--- config.mk ---
export PLATFORM = sky130hd
export DESIGN_NAME = pc_sequencer_flat
export DESIGN_NICKNAME = d
export VERILOG_FILES = /design/src/rtl/pc_seq_pkg.sv /design/src/rtl/pc_seq_if.sv /design/src/rtl/pc_seq_watchdog.sv /design/src/rtl/pc_sequencer.sv /design/src/flat_wrapper.sv
export SDC_FILE = /design/constraint.sdc
export NUM_CORES = 1
export LEC_CHECK = 0
export CORE_MARGIN = 1.5
export CORE_UTILIZATION = 33
export DETAILED_ROUTE_END_ITERATION = 8
export GPL_TIMING_DRIVEN = 0
export PLACE_DENSITY = 0.61
export SLEW_MARGIN = 0
export SYNTH_ARGS = -nofsm -noshare
export SYNTH_HDL_FRONTEND = slang
export SYNTH_SLANG_ARGS = --single-unit
--- constraint.sdc ---
create_clock -name clk -period 3.42 [get_ports clk]
set_input_delay 0.513 -clock clk [delete_from_list [all_inputs] [get_ports clk]]
set_output_delay 0.513 -clock clk [all_outputs]
set_load 0.1 [all_outputs]
--- src/rtl/pc_seq_pkg.sv ---
// Shared types and constants for the program-counter sequencer.
// Holds the state encoding, branch-condition codes and the PC hold target.
package pc_seq_pkg;

   typedef enum logic [2:0] {
      ST_IDLE,
      ST_BOOT,
      ST_RUN,
      ST_FLUSH,
      ST_HALT
   } state_t;

   typedef enum logic [1:0] {
      COND_ALWAYS = 2'd0,
      COND_ZERO   = 2'd1,
      COND_NZERO  = 2'd2,
      COND_NEG    = 2'd3
   } br_cond_t;

   // A relative jump by zero leaves the PC where it is.
   localparam logic [7:0] HOLD_TARGET = 8'h00;

   function automatic logic cond_true(input logic [1:0] sel,
                                      input logic       zero,
                                      input logic       neg);
      logic w_res;
      w_res = 1'b0;
      case (sel)
         COND_ALWAYS: w_res = 1'b1;
         COND_ZERO:   w_res = zero;
         COND_NZERO:  w_res = ~zero;
         COND_NEG:    w_res = neg;
         default:     w_res = 1'b0;
      endcase
      return w_res;
   endfunction

endpackage

--- src/rtl/pc_seq_if.sv ---
// Bundle of decoder/flag inputs and PC-control/status outputs of pc_sequencer.
// master = surrounding datapath, slave = the sequencer.
interface pc_seq_if #(
   parameter int unsigned D  = 12,
   parameter int unsigned CW = 16
);
   logic          start;
   logic          br_rel;
   logic          br_abs;
   logic [1:0]    br_cond;
   logic [7:0]    br_offset;
   logic          halt_req;
   logic          zero_flag;
   logic          neg_flag;
   logic [D-1:0]  prog_ctr;

   logic          pc_reset;
   logic          reljump_en;
   logic          absjump_en;
   logic [7:0]    target;
   logic          instr_valid;
   logic          done;
   logic          timeout;
   logic          bad_branch;
   logic [D-1:0]  halt_pc;
   logic [CW-1:0] cycle_count;

   modport master (
      output start, br_rel, br_abs, br_cond, br_offset, halt_req,
             zero_flag, neg_flag, prog_ctr,
      input  pc_reset, reljump_en, absjump_en, target, instr_valid,
             done, timeout, bad_branch, halt_pc, cycle_count
   );

   modport slave (
      input  start, br_rel, br_abs, br_cond, br_offset, halt_req,
             zero_flag, neg_flag, prog_ctr,
      output pc_reset, reljump_en, absjump_en, target, instr_valid,
             done, timeout, bad_branch, halt_pc, cycle_count
   );
endinterface

--- src/rtl/pc_seq_watchdog.sv ---
// Saturating executing-cycle counter; at_limit flags the last allowed cycle.
module pc_seq_watchdog #(
   parameter int unsigned   CW         = 16,
   parameter logic [CW-1:0] MAX_CYCLES = 16'hFFFF
) (
   input  logic          clk,
   input  logic          reset,
   input  logic          i_clear,
   input  logic          i_count_en,
   output logic [CW-1:0] o_count,
   output logic          o_at_limit
);
   localparam logic [CW-1:0] LIMIT = MAX_CYCLES - CW'(1);

   logic [CW-1:0] r_count;

   assign o_count    = r_count;
   assign o_at_limit = (r_count == LIMIT);

   always_ff @(posedge clk) begin
      if (reset || i_clear) begin
         r_count <= '0;
      end else if (i_count_en && !o_at_limit) begin
         r_count <= r_count + CW'(1);
      end
   end
endmodule

--- src/rtl/pc_sequencer.sv ---
// Control-flow sequencer driving the PC's reset/jump inputs with a watchdog.
// Jump/hold outputs are Mealy so the PC acts on the edge closing the decode cycle.
module pc_sequencer #(
   parameter int unsigned   D          = 12,
   parameter int unsigned   CW         = 16,
   parameter logic [CW-1:0] MAX_CYCLES = 16'hFFFF
) (
   input logic      clk,
   input logic      reset,
   pc_seq_if.slave  bus
);
   import pc_seq_pkg::*;

   state_t        r_state;
   state_t        w_next_state;
   logic          w_pc_reset;
   logic          w_reljump_en;
   logic          w_absjump_en;
   logic [7:0]    w_target;
   logic          w_instr_valid;
   logic          w_halt;
   logic          w_set_timeout;
   logic          w_set_bad;
   logic          w_start_acc;
   logic          w_count_en;
   logic          w_at_limit;
   logic [CW-1:0] w_cycle_count;
   logic [D-1:0]  r_halt_pc;
   logic          r_timeout;
   logic          r_bad_branch;

   assign w_start_acc = bus.start & ((r_state == ST_IDLE) | (r_state == ST_HALT));
   assign w_count_en  = (r_state == ST_RUN) | (r_state == ST_FLUSH);

   pc_seq_watchdog #(
      .CW         (CW),
      .MAX_CYCLES (MAX_CYCLES)
   ) u_watchdog (
      .clk        (clk),
      .reset      (reset),
      .i_clear    (w_start_acc),
      .i_count_en (w_count_en),
      .o_count    (w_cycle_count),
      .o_at_limit (w_at_limit)
   );

   always_comb begin
      w_next_state  = r_state;
      w_pc_reset    = 1'b0;
      w_reljump_en  = 1'b0;
      w_absjump_en  = 1'b0;
      w_target      = HOLD_TARGET;
      w_instr_valid = 1'b0;
      w_halt        = 1'b0;
      w_set_timeout = 1'b0;
      w_set_bad     = 1'b0;
      unique case (r_state)
         ST_IDLE: begin
            w_pc_reset = 1'b1;
            if (bus.start) w_next_state = ST_RUN;
         end
         ST_BOOT: begin
            w_pc_reset   = 1'b1;
            w_next_state = ST_RUN;
         end
         ST_RUN: begin
            w_instr_valid = 1'b1;
            if (w_at_limit) begin
               w_reljump_en  = 1'b1;
               w_halt        = 1'b1;
               w_set_timeout = 1'b1;
               w_next_state  = ST_HALT;
            end else if (bus.halt_req) begin
               w_reljump_en = 1'b1;
               w_halt       = 1'b1;
               w_next_state = ST_HALT;
            end else if ((bus.br_rel || bus.br_abs) &&
                         cond_true(bus.br_cond, bus.zero_flag, bus.neg_flag)) begin
               // Relative wins when both are requested.
               w_reljump_en = bus.br_rel;
               w_absjump_en = ~bus.br_rel;
               w_target     = bus.br_offset;
               w_set_bad    = bus.br_rel & bus.br_abs;
               w_next_state = ST_FLUSH;
            end
         end
         ST_FLUSH: begin
            if (w_at_limit) begin
               w_reljump_en  = 1'b1;
               w_halt        = 1'b1;
               w_set_timeout = 1'b1;
               w_next_state  = ST_HALT;
            end else begin
               w_next_state = ST_RUN;
            end
         end
         ST_HALT: begin
            w_reljump_en = 1'b1;
            if (bus.start) w_next_state = ST_BOOT;
         end
         default: w_next_state = ST_IDLE;
      endcase
   end

   always_ff @(posedge clk) begin
      if (reset) r_state <= ST_IDLE;
      else       r_state <= w_next_state;
   end

   always_ff @(posedge clk) begin
      if (reset || w_start_acc) begin
         r_halt_pc    <= '0;
         r_timeout    <= 1'b0;
         r_bad_branch <= 1'b0;
      end else begin
         if (w_halt)        r_halt_pc    <= bus.prog_ctr;
         if (w_set_timeout) r_timeout    <= 1'b1;
         if (w_set_bad)     r_bad_branch <= 1'b1;
      end
   end

   assign bus.pc_reset    = w_pc_reset;
   assign bus.reljump_en  = w_reljump_en;
   assign bus.absjump_en  = w_absjump_en;
   assign bus.target      = w_target;
   assign bus.instr_valid = w_instr_valid;
   assign bus.done        = (r_state == ST_HALT);
   assign bus.timeout     = r_timeout;
   assign bus.bad_branch  = r_bad_branch;
   assign bus.halt_pc     = r_halt_pc;
   assign bus.cycle_count = w_cycle_count;
endmodule

--- src/flat_wrapper.sv ---
// flat-port wrapper written by rule: the top's interface ports become plain ports
module pc_sequencer_flat import pc_seq_pkg::*;
#(
   parameter int unsigned   D          = 12,
   parameter int unsigned   CW         = 16,
   parameter logic [CW-1:0] MAX_CYCLES = 16'hFFFF
)
  (clk, reset, bus_start, bus_br_rel, bus_br_abs, bus_br_cond, bus_br_offset, bus_halt_req, bus_zero_flag, bus_neg_flag, bus_prog_ctr, bus_pc_reset, bus_reljump_en, bus_absjump_en, bus_target, bus_instr_valid, bus_done, bus_timeout, bus_bad_branch, bus_halt_pc, bus_cycle_count);
  pc_seq_if #(.D(D), .CW(CW)) bus_i ();
  input logic clk;
  input logic reset;
  input wire logic [$bits(bus_i.start)-1:0] bus_start;
  input wire logic [$bits(bus_i.br_rel)-1:0] bus_br_rel;
  input wire logic [$bits(bus_i.br_abs)-1:0] bus_br_abs;
  input wire logic [$bits(bus_i.br_cond)-1:0] bus_br_cond;
  input wire logic [$bits(bus_i.br_offset)-1:0] bus_br_offset;
  input wire logic [$bits(bus_i.halt_req)-1:0] bus_halt_req;
  input wire logic [$bits(bus_i.zero_flag)-1:0] bus_zero_flag;
  input wire logic [$bits(bus_i.neg_flag)-1:0] bus_neg_flag;
  input wire logic [$bits(bus_i.prog_ctr)-1:0] bus_prog_ctr;
  output wire logic [$bits(bus_i.pc_reset)-1:0] bus_pc_reset;
  output wire logic [$bits(bus_i.reljump_en)-1:0] bus_reljump_en;
  output wire logic [$bits(bus_i.absjump_en)-1:0] bus_absjump_en;
  output wire logic [$bits(bus_i.target)-1:0] bus_target;
  output wire logic [$bits(bus_i.instr_valid)-1:0] bus_instr_valid;
  output wire logic [$bits(bus_i.done)-1:0] bus_done;
  output wire logic [$bits(bus_i.timeout)-1:0] bus_timeout;
  output wire logic [$bits(bus_i.bad_branch)-1:0] bus_bad_branch;
  output wire logic [$bits(bus_i.halt_pc)-1:0] bus_halt_pc;
  output wire logic [$bits(bus_i.cycle_count)-1:0] bus_cycle_count;
  assign bus_i.start = bus_start;
  assign bus_i.br_rel = bus_br_rel;
  assign bus_i.br_abs = bus_br_abs;
  assign bus_i.br_cond = bus_br_cond;
  assign bus_i.br_offset = bus_br_offset;
  assign bus_i.halt_req = bus_halt_req;
  assign bus_i.zero_flag = bus_zero_flag;
  assign bus_i.neg_flag = bus_neg_flag;
  assign bus_i.prog_ctr = bus_prog_ctr;
  assign bus_pc_reset = bus_i.pc_reset;
  assign bus_reljump_en = bus_i.reljump_en;
  assign bus_absjump_en = bus_i.absjump_en;
  assign bus_target = bus_i.target;
  assign bus_instr_valid = bus_i.instr_valid;
  assign bus_done = bus_i.done;
  assign bus_timeout = bus_i.timeout;
  assign bus_bad_branch = bus_i.bad_branch;
  assign bus_halt_pc = bus_i.halt_pc;
  assign bus_cycle_count = bus_i.cycle_count;
  pc_sequencer #(.D(D), .CW(CW), .MAX_CYCLES(MAX_CYCLES)) u_core (.clk(clk), .reset(reset), .bus(bus_i));
endmodule
==> run metrics <==
Primary FF master, synth=dfxtp_1; drt pass-1 iters=4; Mean Syn Cell Area=around 8.7 um2; placed cell area=0.00253 mm2; Worst Path Class, Setup=reg2out; initial antenna violation count=0; layout cells sized above 1=12.3%; Max rail drop VDD=0.000241 V; number of port buffers=72; chip width=75.2 um; Multi-input gate area=986 um2; max incr delay on CP=roughly 0.59 ns; antenna-violating nets left=0; cell area after technology mapping=0.00172 mm2; arrival time worst endpoint=between 2 and 3 ns; DIE HEIGHT=75.2 um; Hold Path Depth=2; crit path max fanout=10; crit start category=register; Register-to-Register Path Depth=5; slowest stage cell on the critical path=nor4_4; CTS tree=built; dpl hpwl=around 3200 um; Avg WL per Cell=12.2 um; Core Area=0.00507 mm2; endpoints failing setup=0; CP cell instances=nand4_1, nor4_4, buf_4, o21ai_0, o311ai_1, clkbuf_2; largest net degree at the start of global routing=12; Least-Margin Pin Slew=0.996 ns; register area share after synthesis=38.4%; vias in the first global route=between 1000 and 1500; final instance area=0.00260 mm2; Achievable Freq=318 MHz; Root Buffer=clkbuf_8; clock sink count=33; DRC viols=0; Layout Skew=0.00826 ns; Pwr Density=about 390 mW/mm2; Initial Util=33.9%; Max Transition Viols Final=0; # fillers=525; Mapped Nets=around 230; DR vias=between 1500 and 2000; yosys warns=0; DP Cell Count=between 300 and 400; hold_buf cts=0; Worst-path clk slew=roughly 0.070 ns; power after layout=1010 uW; Hold Fails Final Rpt=0; FF/Latch Area=661 um2; Seq cells post-synth=33; nature of the critical path endpoint=primary output; Async SR Flop Fraction=0%; cells after synthesis=197; RSZ-0062 raised after global routing=yes; standard-cell rows=26; Synth-to-Final Area Change=51.2%; final core area utilization=51.3%; outcome=finished clean; H-tree Lvls=2; Cell variety after synth=37; Max Root-Sink Buffers=2; routability cong.=0.764; io pins=73; Max-Cap Viols=0; first-pass GRT wire length=6740 um; clock latency on the worst-skew pair=0.29 ns; total grt overflow=0; Tcrit/Tclk final=92.1%; n_diodes=0; EDFF count, synth=0; DRT Wirelength=4220 um; CTS Buf Count=5; hold crit path type=reg2reg; drt via density=4.89; Final min period=around 3.1 ns; gr usage total=15.8%; Final nets=just over 300; DR iter-0 viols=between 80 and 90; Die Area=0.00566 mm2; Static Leakage=roughly 0.00091 uW; Slew HR=approximately a third; Finished Layout Cells=347; Worst Path Required=2.91 ns
-- layer usage --
metal	part of all wire [%]	wire length, um	up-vias	track usage, %
met5	0	0	-	0
met4	1.2	51	0	6.55
met3	9.2	388	6	6.69
met2	47	2000	61	25.0
met1	42	1780	755	19.1
li1	-	-	874	-
-- cells by family (layout without fill, tap and decap cells) --
| logic type | count (synthesis) | after routing | share of synthesized area, % |
|---|---|---|---|
| AOI/OAI and AO/OA | 35 | 35 | 12.4 |
| adders and majority gates | 2 | 2 | 1.45 |
| buffers and inverters | 13 | 93 | 4.44 |
| DFF | 33 | 33 | 38.4 |
| muxes | 16 | 16 | 9.31 |
| and+or+nand+nor | 98 | 98 | 34.0 |
-- power breakdown --
| part | switching, uW | leakage (uW) | internal, uW |
|---|---|---|---|
| Combinational | 150 | 0.000588 | 75.9 |
| Sequential | 8.64 | 0.000267 | 392 |
| Clock | 149 | 0.0000574 | 237 |
| Total | 308 | 0.000912 | 705 |
-- Yosys cell counts, types with 3 or more instances --
library cell   n  area share, %
and3_1         3            1.1
o21ai_0        9            2.6
nor2b_1        3            1.1
a21oi_1       15            4.4
nor4b_1        3            1.5
mux2i_1       16            9.3
nand4_1        6            2.2
clkbuf_1       4           0.87
nand3_1        5            1.5
or3_1          9            3.3
nor2_1        10            2.2
inv_1          4           0.87
and2_1         8            2.9
dfxtp_1       33             38
or4_1          6            2.6
nand2_1       31            6.8
o31ai_1        6            2.6
-- registers in the layout (all words and copies together), names as in the netlist --
register                   count
u_core.u_watchdog.o_count     16
u_core.bus.halt_pc            12
u_core.r_state                 3
u_core.bus.bad_branch          1
u_core.bus.timeout             1
-- layout make-up --
class / count / area share (%)
Clock inverter: 2 / 1.44
Multi-Input combinational cell: 151 / 37.9
Timing Repair Buffer: 72 / 25.8
Buffer: 9 / 2.36
Tap cell: 70 / 3.37
Sequential cell: 33 / 25.4
Clock buffer: 6 / 3.17
Inverter: 4 / 0.577
-- cell usage in the layout, fill, tap and decap left out, types with 2 or more instances in the layout --
master           Yosys  final
and2_1               8      8
inv_1                4      4
or2_2                2      2
clkbuf_8             0      6
nand4_1              6      6
mux2i_1             16     16
nor2_1              10     10
a21oi_1             15     15
clkdlybuf4s50_1      0     62
nor4b_1              3      3
and3_1               3      3
nor2b_1              3      2
nor4_4               2      2
dfxtp_1             33     33
o31ai_1              6      6
o21a_1               2      2
clkbuf_1             4      4
o21ai_0              9      9
or4_1                6      6
or3_4                2      2
or3_1                9      9
buf_4                2      2
clkbuf_2             0     10
nand3_1              5      5
nand2_1             31     31
ha_1                 2      2
-- worst max-delay path, delay by kind of cell (launching register included) --
family	cells	cell delay, ns
AO/OA/AOI/OAI	2	0.25
flip-flops	1	0.43
buffers and inverters	2	0.80
AND/OR/NAND/NOR	2	0.87
-- path summary, 6_finish.rpt --
| check | start | endpoint | slack (ns) |
|---|---|---|---|
| max | u_core.u_watchdog.o_count[10] | bus_reljump_en | 0.27 |
| min | u_core.bus.halt_pc[6] | u_core.bus.halt_pc[6] | 0.46 |
| max reg2reg | u_core.u_watchdog.o_count[10] | u_core.bus.halt_pc[2] | 1.45 |
| min reg2reg | u_core.bus.halt_pc[6] | u_core.bus.halt_pc[6] | 0.46 |
-- repair_timing --
| action | 4_1_cts | 5_1_grt |
|---|---|---|
| buffers inserted | 0 | 0 |
| hold endpoints to repair | 0 | 0 |
| endpoints found under the setup margin | 10 | 10 |
| resized for setup | 11 | 20 |
| cloned | 0 | 0 |
-- stage by stage --
stage               worst slack (ns)  hold WS [ns]    TNS [ns]
finish                         0.271         0.457           0
CTS                           -0.146         0.464      -0.146
detailed placement            -0.204         0.453       -1.74
global route              -0.0000167         0.484  -0.0000167
floorplan                     -0.218         0.539      -0.218
global placement              -0.224         0.441       -1.95
(Power assumes the default switching activity.)
